--- src/rtl/updown_flex_counter_if.sv ---
// Control and status bundle for updown_flex_counter.
// The master drives the controls and reads the status; the counter is the slave.
interface updown_flex_counter_if #(
   parameter int unsigned NUM_BITS = 8
);
   logic                clear;
   logic                count_enable;
   logic                dir;
   logic                load;
   logic [NUM_BITS-1:0] load_val;
   logic [NUM_BITS-1:0] rollover_val;
   logic [1:0]          mode;
   logic [NUM_BITS-1:0] count_out;
   logic                rollover_flag;
   logic                bottom_flag;
   logic                done;

   modport master (
      output clear, count_enable, dir, load, load_val, rollover_val, mode,
      input  count_out, rollover_flag, bottom_flag, done
   );

   modport slave (
      input  clear, count_enable, dir, load, load_val, rollover_val, mode,
      output count_out, rollover_flag, bottom_flag, done
   );
endinterface

--- src/rtl/updown_flex_counter.sv ---
// Up/down counter over the range 1..rollover_val with parallel load and
// wrap / saturate / one-shot terminal behaviour. All outputs are registered.
module updown_flex_counter #(
   parameter int unsigned NUM_BITS = 8
) (
   input  logic                  clk,
   input  logic                  rst,
   updown_flex_counter_if.slave  bus
);

   typedef enum logic [0:0] {StRun, StDone} state_e;

   localparam logic [NUM_BITS-1:0] One = NUM_BITS'(1);

   state_e              state_q, state_d;
   logic [NUM_BITS-1:0] count_q, count_d;
   logic                roll_q, roll_d;
   logic                bot_q, bot_d;
   logic                done_q, done_d;

   logic                is_wrap;
   logic                is_oneshot;
   logic [NUM_BITS-1:0] step_val;
   logic [NUM_BITS-1:0] terminal;

   assign is_wrap    = (bus.mode == 2'd0) || (bus.mode == 2'd3);
   assign is_oneshot = (bus.mode == 2'd2);
   assign terminal   = bus.dir ? bus.rollover_val : One;

   // Candidate value for a single step; one-shot steps like saturate.
   always_comb begin
      step_val = bus.count_out;
      if (bus.dir) begin
         if (count_q >= bus.rollover_val) begin
            step_val = is_wrap ? One : count_q;
         end else begin
            step_val = count_q + One;
         end
      end else begin
         if (count_q <= One) begin
            if (is_wrap) begin
               step_val = bus.rollover_val;
            end else begin
               step_val = (count_q == '0) ? One : count_q;
            end
         end else begin
            step_val = count_q - One;
         end
      end
   end

   // Next-state: clear > load > step; flags follow the written count only.
   always_comb begin
      state_d = state_q;
      count_d = count_q;
      roll_d  = roll_q;
      bot_d   = bot_q;
      done_d  = done_q;
      if (bus.clear) begin
         state_d = StRun;
         count_d = '0;
         roll_d  = 1'b0;
         bot_d   = 1'b0;
         done_d  = 1'b0;
      end else if (bus.load) begin
         state_d = StRun;
         count_d = bus.load_val;
         roll_d  = (bus.load_val == bus.rollover_val);
         bot_d   = (bus.load_val == One);
         done_d  = 1'b0;
      end else if (bus.count_enable && (bus.rollover_val != '0) && (state_q == StRun)) begin
         count_d = step_val;
         roll_d  = (step_val == bus.rollover_val);
         bot_d   = (step_val == One);
         // One-shot latches once the step lands on the terminal value.
         if (is_oneshot && (step_val == terminal)) begin
            state_d = StDone;
            done_d  = 1'b1;
         end
      end
   end

   // State and output registers with synchronous reset.
   always_ff @(posedge clk) begin
      if (rst) begin
         state_q <= StRun;
         count_q <= '0;
         roll_q  <= 1'b0;
         bot_q   <= 1'b0;
         done_q  <= 1'b0;
      end else begin
         state_q <= state_d;
         count_q <= count_d;
         roll_q  <= roll_d;
         bot_q   <= bot_d;
         done_q  <= done_d;
      end
   end

   assign bus.count_out     = count_q;
   assign bus.rollover_flag = roll_q;
   assign bus.bottom_flag   = bot_q;
   assign bus.done          = done_q;

endmodule

--- src/flat_wrapper.sv ---
// flat-port wrapper written by rule: the top's interface ports become plain ports
module updown_flex_counter_flat 
#(
   parameter int unsigned NUM_BITS = 8
)
  (clk, rst, bus_clear, bus_count_enable, bus_dir, bus_load, bus_load_val, bus_rollover_val, bus_mode, bus_count_out, bus_rollover_flag, bus_bottom_flag, bus_done);
  updown_flex_counter_if #(.NUM_BITS(NUM_BITS)) bus_i ();
  input  logic clk;
  input  logic rst;
  input wire logic [$bits(bus_i.clear)-1:0] bus_clear;
  input wire logic [$bits(bus_i.count_enable)-1:0] bus_count_enable;
  input wire logic [$bits(bus_i.dir)-1:0] bus_dir;
  input wire logic [$bits(bus_i.load)-1:0] bus_load;
  input wire logic [$bits(bus_i.load_val)-1:0] bus_load_val;
  input wire logic [$bits(bus_i.rollover_val)-1:0] bus_rollover_val;
  input wire logic [$bits(bus_i.mode)-1:0] bus_mode;
  output wire logic [$bits(bus_i.count_out)-1:0] bus_count_out;
  output wire logic [$bits(bus_i.rollover_flag)-1:0] bus_rollover_flag;
  output wire logic [$bits(bus_i.bottom_flag)-1:0] bus_bottom_flag;
  output wire logic [$bits(bus_i.done)-1:0] bus_done;
  assign bus_i.clear = bus_clear;
  assign bus_i.count_enable = bus_count_enable;
  assign bus_i.dir = bus_dir;
  assign bus_i.load = bus_load;
  assign bus_i.load_val = bus_load_val;
  assign bus_i.rollover_val = bus_rollover_val;
  assign bus_i.mode = bus_mode;
  assign bus_count_out = bus_i.count_out;
  assign bus_rollover_flag = bus_i.rollover_flag;
  assign bus_bottom_flag = bus_i.bottom_flag;
  assign bus_done = bus_i.done;
  updown_flex_counter #(.NUM_BITS(NUM_BITS)) u_core (.clk(clk), .rst(rst), .bus(bus_i));
endmodule
--- config.mk ---
export PLATFORM = sky130hd
export DESIGN_NAME = updown_flex_counter_flat
export DESIGN_NICKNAME = d
export VERILOG_FILES = /design/src/rtl/updown_flex_counter_if.sv /design/src/rtl/updown_flex_counter.sv /design/src/flat_wrapper.sv
export SDC_FILE = /design/constraint.sdc
export NUM_CORES = 1
export LEC_CHECK = 0
export ABC_AREA = 1
export ABC_CLOCK_PERIOD_IN_PS = 6400
export BUFFER_PORTS_ARGS = -buffer_cell sky130_fd_sc_hd__buf_2
export CAP_MARGIN = 40
export CORE_MARGIN = 4
export CORE_UTILIZATION = 45
export CTS_CLUSTER_DIAMETER = 50
export CTS_CLUSTER_SIZE = 8
export DETAILED_ROUTE_END_ITERATION = 6
export MAX_ROUTING_LAYER = met4
export PLACE_DENSITY = 0.67
export SETUP_SLACK_MARGIN = 0.2
export SLEW_MARGIN = 20
export SYNTH_ARGS = -nofsm -noshare
export SYNTH_HDL_FRONTEND = slang
export SYNTH_SLANG_ARGS = --single-unit
--- constraint.sdc ---
create_clock -name clk -period 6.4 [get_ports clk]
set_input_delay 1.28 -clock clk [delete_from_list [all_inputs] [get_ports clk]]
set_output_delay 1.28 -clock clk [all_outputs]
set_load 0.005 [all_outputs]
### Word level (Yosys, flattened, before mapping)

Index checks and enable logic that the tools add are counted.

| word-level totals | value |
|---|---|
| register bits after elaboration | 11 |
| output and inout port bits | 11 |
| word-level logic and storage cells | 40 |

| cells by class | value |
|---|---|
| add/sub/neg operators | 2 |
| magnitude comparators | 2 |
| eq/ne operators | 7 |
| mux-type cells | 13 |
| bitwise operators | 1 |
| reduce and logical (&&, ||, !) cells | 11 |

Operator list:

| operator | count |
|---|---|
| two-way mux 8 bit | 9 |
| equality test 8 bit | 3 |
| equality test 8 x 1 -> 1 bit (second input constant) | 2 |
| adder 8 x 1 -> 8 bit (second input constant) | 1 |
| greater-or-equal comparator 8 bit | 1 |
| <= comparator 8 x 1 -> 1 bit (second input constant) | 1 |
| logical NOT 8 bit | 1 |
| nonzero test 8 bit | 1 |
| subtractor 8 x 1 -> 8 bit (second input constant) | 1 |
| equality test 2 bit (second input constant) | 2 |
| two-way mux 1 bit | 4 |
| logical AND 1 bit | 3 |
| OR reduction 3 bit | 1 |
| logical NOT 2 bit | 1 |
| AND reduction 2 bit | 1 |
| nonzero test 2 bit | 1 |
| OR reduction 2 bit | 1 |
| logical OR 1 bit | 1 |
| inverter 1 bit | 1 |

### Logic depth before layout (Yosys ltp)

| depth | value |
|---|---|
| depth in word-level cells | 8 |
| depth in mapped cells | 20 |
| depth with buffers taken out | 20 |

### Worst setup path before layout

No wires, ideal clock.

| timing path | value |
|---|---|
| kind | input -> register |
| start point | in bus_rollover_val[7] |
| end point | reg u_core.roll_q (netlist: u_core.bus.rollover_flag) |
| data arrival time | 2.895 ns |
| required time | 6.334 ns |
| setup slack | 3.439 ns |
| stages on the path | 14 |
| path through | inv_1 > ha_1 > a21o_1 > nor2_2 > nand2_2 > o21ai_0 > nand3_1 > nand3_1 > nand2_1 > nand2_1 > nand2_1 > nor2_1 > nand3_1 > a21oi_2 |

| between the ends | value |
|---|---|
| longest elaborated chain between the ends | 6 |
| elaborated cells on any way between the ends | 13 |
| those cells by class | order compare (1); eq/ne (2); mux (6); reduce/logical (4) |

RTL lines:

| element | line | source |
|---|---|---|
| start: declaration | flat_wrapper.sv:15 | `input wire logic [$bits(bus_i.rollover_val)-1:0] bus_rollover_val;` |
| greater-or-equal comparator 8 bit or two-way mux 8 bit (tied branches) | updown_flex_counter.sv:34, updown_flex_counter.sv:41 |  |
| two-way mux 8 bit (on tied branches) | updown_flex_counter.sv:34, updown_flex_counter.sv:40 |  |
| two-way mux 8 bit | updown_flex_counter.sv:33 | `if (bus.dir) begin` |
| equality test 8 bit | updown_flex_counter.sv:73 | `roll_d = (step_val == bus.rollover_val);` |
| two-way mux 1 bit | updown_flex_counter.sv:71 | `end else if (bus.count_enable && (bus.rollover_val != '0) && (state_q == StRun)) begin` |
| two-way mux 1 bit | updown_flex_counter.sv:65 | `end else if (bus.load) begin` |
| end signal: assignment | updown_flex_counter.sv:94 | `roll_q <= roll_d;` |
| end: declaration | updown_flex_counter.sv:17 | `logic roll_q, roll_d;` |

Parallel ways exist; a longest one is shown, timed or not. The select of a mux whose other input is x is not followed.
A chain may end at the register's enable or synchronous reset.

### Worst setup path in the final report

| timing path | value |
|---|---|
| start point | in bus_rollover_val[1] |
| end point | reg u_core.roll_q (netlist: u_core.bus.rollover_flag) |

The elaborated chain is that of the path after synthesis.

==> results.md <==
* Total gr overflow at 0
* Critical Path Fanout Max at 10
* Routed WL at 5560 um
* Switch share at 0.449
* First-pass GRT wire length at 9140 um
* Async set-or-reset flop fraction in the synthesized netlist at 0
* Flop-to-flop setup slack at 3630 ps
* Rows at 22
* Setup Fix Bufs, Post-CTS at 0
* Part of the power in registers at 0.258
* Final period utilization at 0.507
* Top-count cell post-synth: nand2_1
* Mapped Area at 1780 sq um
* Top cell type's share of synthesized area at 0.189
* Worst vdd ir at 123 uV
* Initial core utilization at 0.477
* Fmax at 308 MHz
* Worst-skew pair later-pin latency at 240 ps
* Initial antenna violation count at 0
* # DRC at 0
* Area growth, synth to finish at 12.3%
* Top_reg_cell synth: dfxtp_1
* CP endpoint kind: flop
* Post-DR vias/cell at 5.41
* Die width at 71.0 um
* Yosys warning count at 0
* Initial drt markers at 134
* Sw power at 0.141 mW
* Power share of the clock group at 0.228
* Final min period at 3240 ps
* GP Congestion at 0.932
* Layout cell share with drive strength beyond 1 at 0.178
* # resized after CTS at 0
* Synth Instances at 318
* Crit path kind: in2reg
* Setup TNS at 0 ps
* Power per cell area at 157 nW/um^2
* Most instantiated cells after synthesis: 90 x nand2_1, 43 x nand3_1, 33 x inv_1, 31 x nor2_1, 21 x a21oi_1
* Ranking of synthesized cells by area: nand2_1 19%, dfxtp_1 12%, nand3_1 12%
* Leakage at 1.07 nW
* Setup violators final at 0
* Internal power at 0.173 mW
* TritonCTS clock tree: yes
* GRT Total Usage at 0.228
* CTS Sinks at 11
* Die ar. at 5040 sq um
* H-tree levels at 1
* ANT nets after route at 0
* CP required at 6580 ps
* EDFF count, synth at 0
* Post-DP HPWL at 4390 um
* Util after Layout at 0.535
* Slew at the pin closest to its max-slew limit at 576 ps
* Ant diodes at 0
* Clock buffer count from CTS at 3
* Largest net degree at the start of global routing at 22
* MaxCap Viol Count at 0
* # hold bufs at CTS at 0
* Wire per inst at 14.0 um
* Post-Syn Area per Cell at 5.61 sq um
* Crit path DAT at 3430 ps
* Nets at 386
* Syn_nets at 355
* Final Hold Viols at 0
* RSZ-0062 raised after global routing: false
* Min-delay worst type: reg2reg
* Relative slew slack at 0.614
* Core Area at 3740 sq um
* Cell taking the most area after synthesis: nand2_1
* Post-synth cell types at 31
* Fin Clk Skew at 1.20 ps
* Combinational group share of total power at 0.515
* Max-slew violations at 0
* # IOs at 35
* Worst-path clk slew at 50 ps
* Outcome: finished clean
* Startpoint Class: primary input
* Root buf cell: clkbuf_8
* PortBufs at 34
* Chip height at 71.0 um
* Drt pass-1 iters at 4
* Maximum root-to-sink buffer count at 2
* Total number of vias at 2141
* Yosys reg bits at 11
* Vias in the first global route at 1915
* Sequential cell area fraction in the yosys report at 0.123
power groups by stage:
stage	Combinational, mW	Sequential [mW]	Clock, mW
global placement	0.160	0.0821	0
finish	0.162	0.0811	0.0716
floorplan	0.123	0.0780	0
global route	0.184	0.0817	0.0742
detailed placement	0.159	0.0821	0
CTS	0.160	0.0808	0.0715
logic make-up after synthesis:
kind of cell / synth area share
simple gates: 0.478
buf+inv: 0.107
xor+xnor: 0.0344
flops: 0.123
fa+ha+maj: 0.0912
compound gates: 0.166
critical path, stage by stage:
cell	delay (ps)
buf_2	110
inv_1	150
ha_1	270
nand2_1	80
nor2_1	40
nor2_1	80
nand2_1	60
nand2_1	190
nand2_2	170
nand2_1	90
o21ai_1	70
nand2_1	110
nand3_1	120
nand2_1	150
nand2_1	60
a21oi_1	160
nand3_1	120
a21oi_2	120
registers in the layout, summed over array words and instances (netlist names):
name	count
u_core.bus.done	1
u_core.bus.count_out	8
u_core.bus.rollover_flag	1
u_core.bus.bottom_flag	1
layer usage:
layer,part of all wire,vias to the layer above,GRT usage,wire [um]
met5,0,-,-,0
met3,0.046,14,0.00852,254
met1,0.47,964,0.314,2600
met4,0.022,0,0.0772,120
met2,0.46,60,0.358,2580
li1,-,1103,-,-
through the flow:
step | worst slack (ps) | power, mW | area (sq um) | hold WS [ps] | instances
2_1_floorplan | 3440 | 0.201 | 1780 | 456 | 318
3_3_place_gp | 2980 | 0.242 | 1960 | 455 | 392
3_5_place_dp | 2960 | 0.241 | 1960 | 452 | 392
4_1_cts | 3200 | 0.312 | 2000 | 460 | 396
5_1_grt | 2930 | 0.340 | 2000 | 493 | 396
6_report | 3160 | 0.315 | 2000 | 467 | 396
layout make-up:
| cell class | count | area, sq um |
|---|---|---|
| fillers | 421 | 1740 |
| multi-input cells | 263 | 1370 |
| flip-flops and latches | 11 | 220 |
| repair buffers | 34 | 170 |
| inverters | 36 | 136 |
| well taps | 48 | 60.1 |
| clock buffers | 4 | 45.0 |
path summary, 6_finish.rpt:
| kind | start | endpoint | depth (start not counted) |
|---|---|---|---|
| min | u_core.bus.done$_SDFFE_PP0P_ | u_core.bus.done$_SDFFE_PP0P_ | 2 |
| min reg2reg | u_core.bus.done$_SDFFE_PP0P_ | u_core.bus.done$_SDFFE_PP0P_ | 2 |
| max | bus_rollover_val[1] | u_core.bus.rollover_flag$_SDFFE_PP0P_ | 18 |
| max reg2reg | u_core.bus.count_out[0]$_SDFFE_PP0P_ | u_core.bus.rollover_flag$_SDFFE_PP0P_ | 14 |
cells in the final DEF (no fill, tap or decap), types with 3 or more instances in the layout:
cell type	n
buf_2	34
or2_2	7
nand3_1	43
a21oi_2	3
inv_1	33
a21oi_1	21
nand2_2	5
xor2_1	5
o21ai_0	20
o211ai_1	3
clkbuf_8	3
nor2_1	31
nand4_1	6
nand2_1	90
dfxtp_1	11
ha_1	13
(Power assumes the default switching activity.)
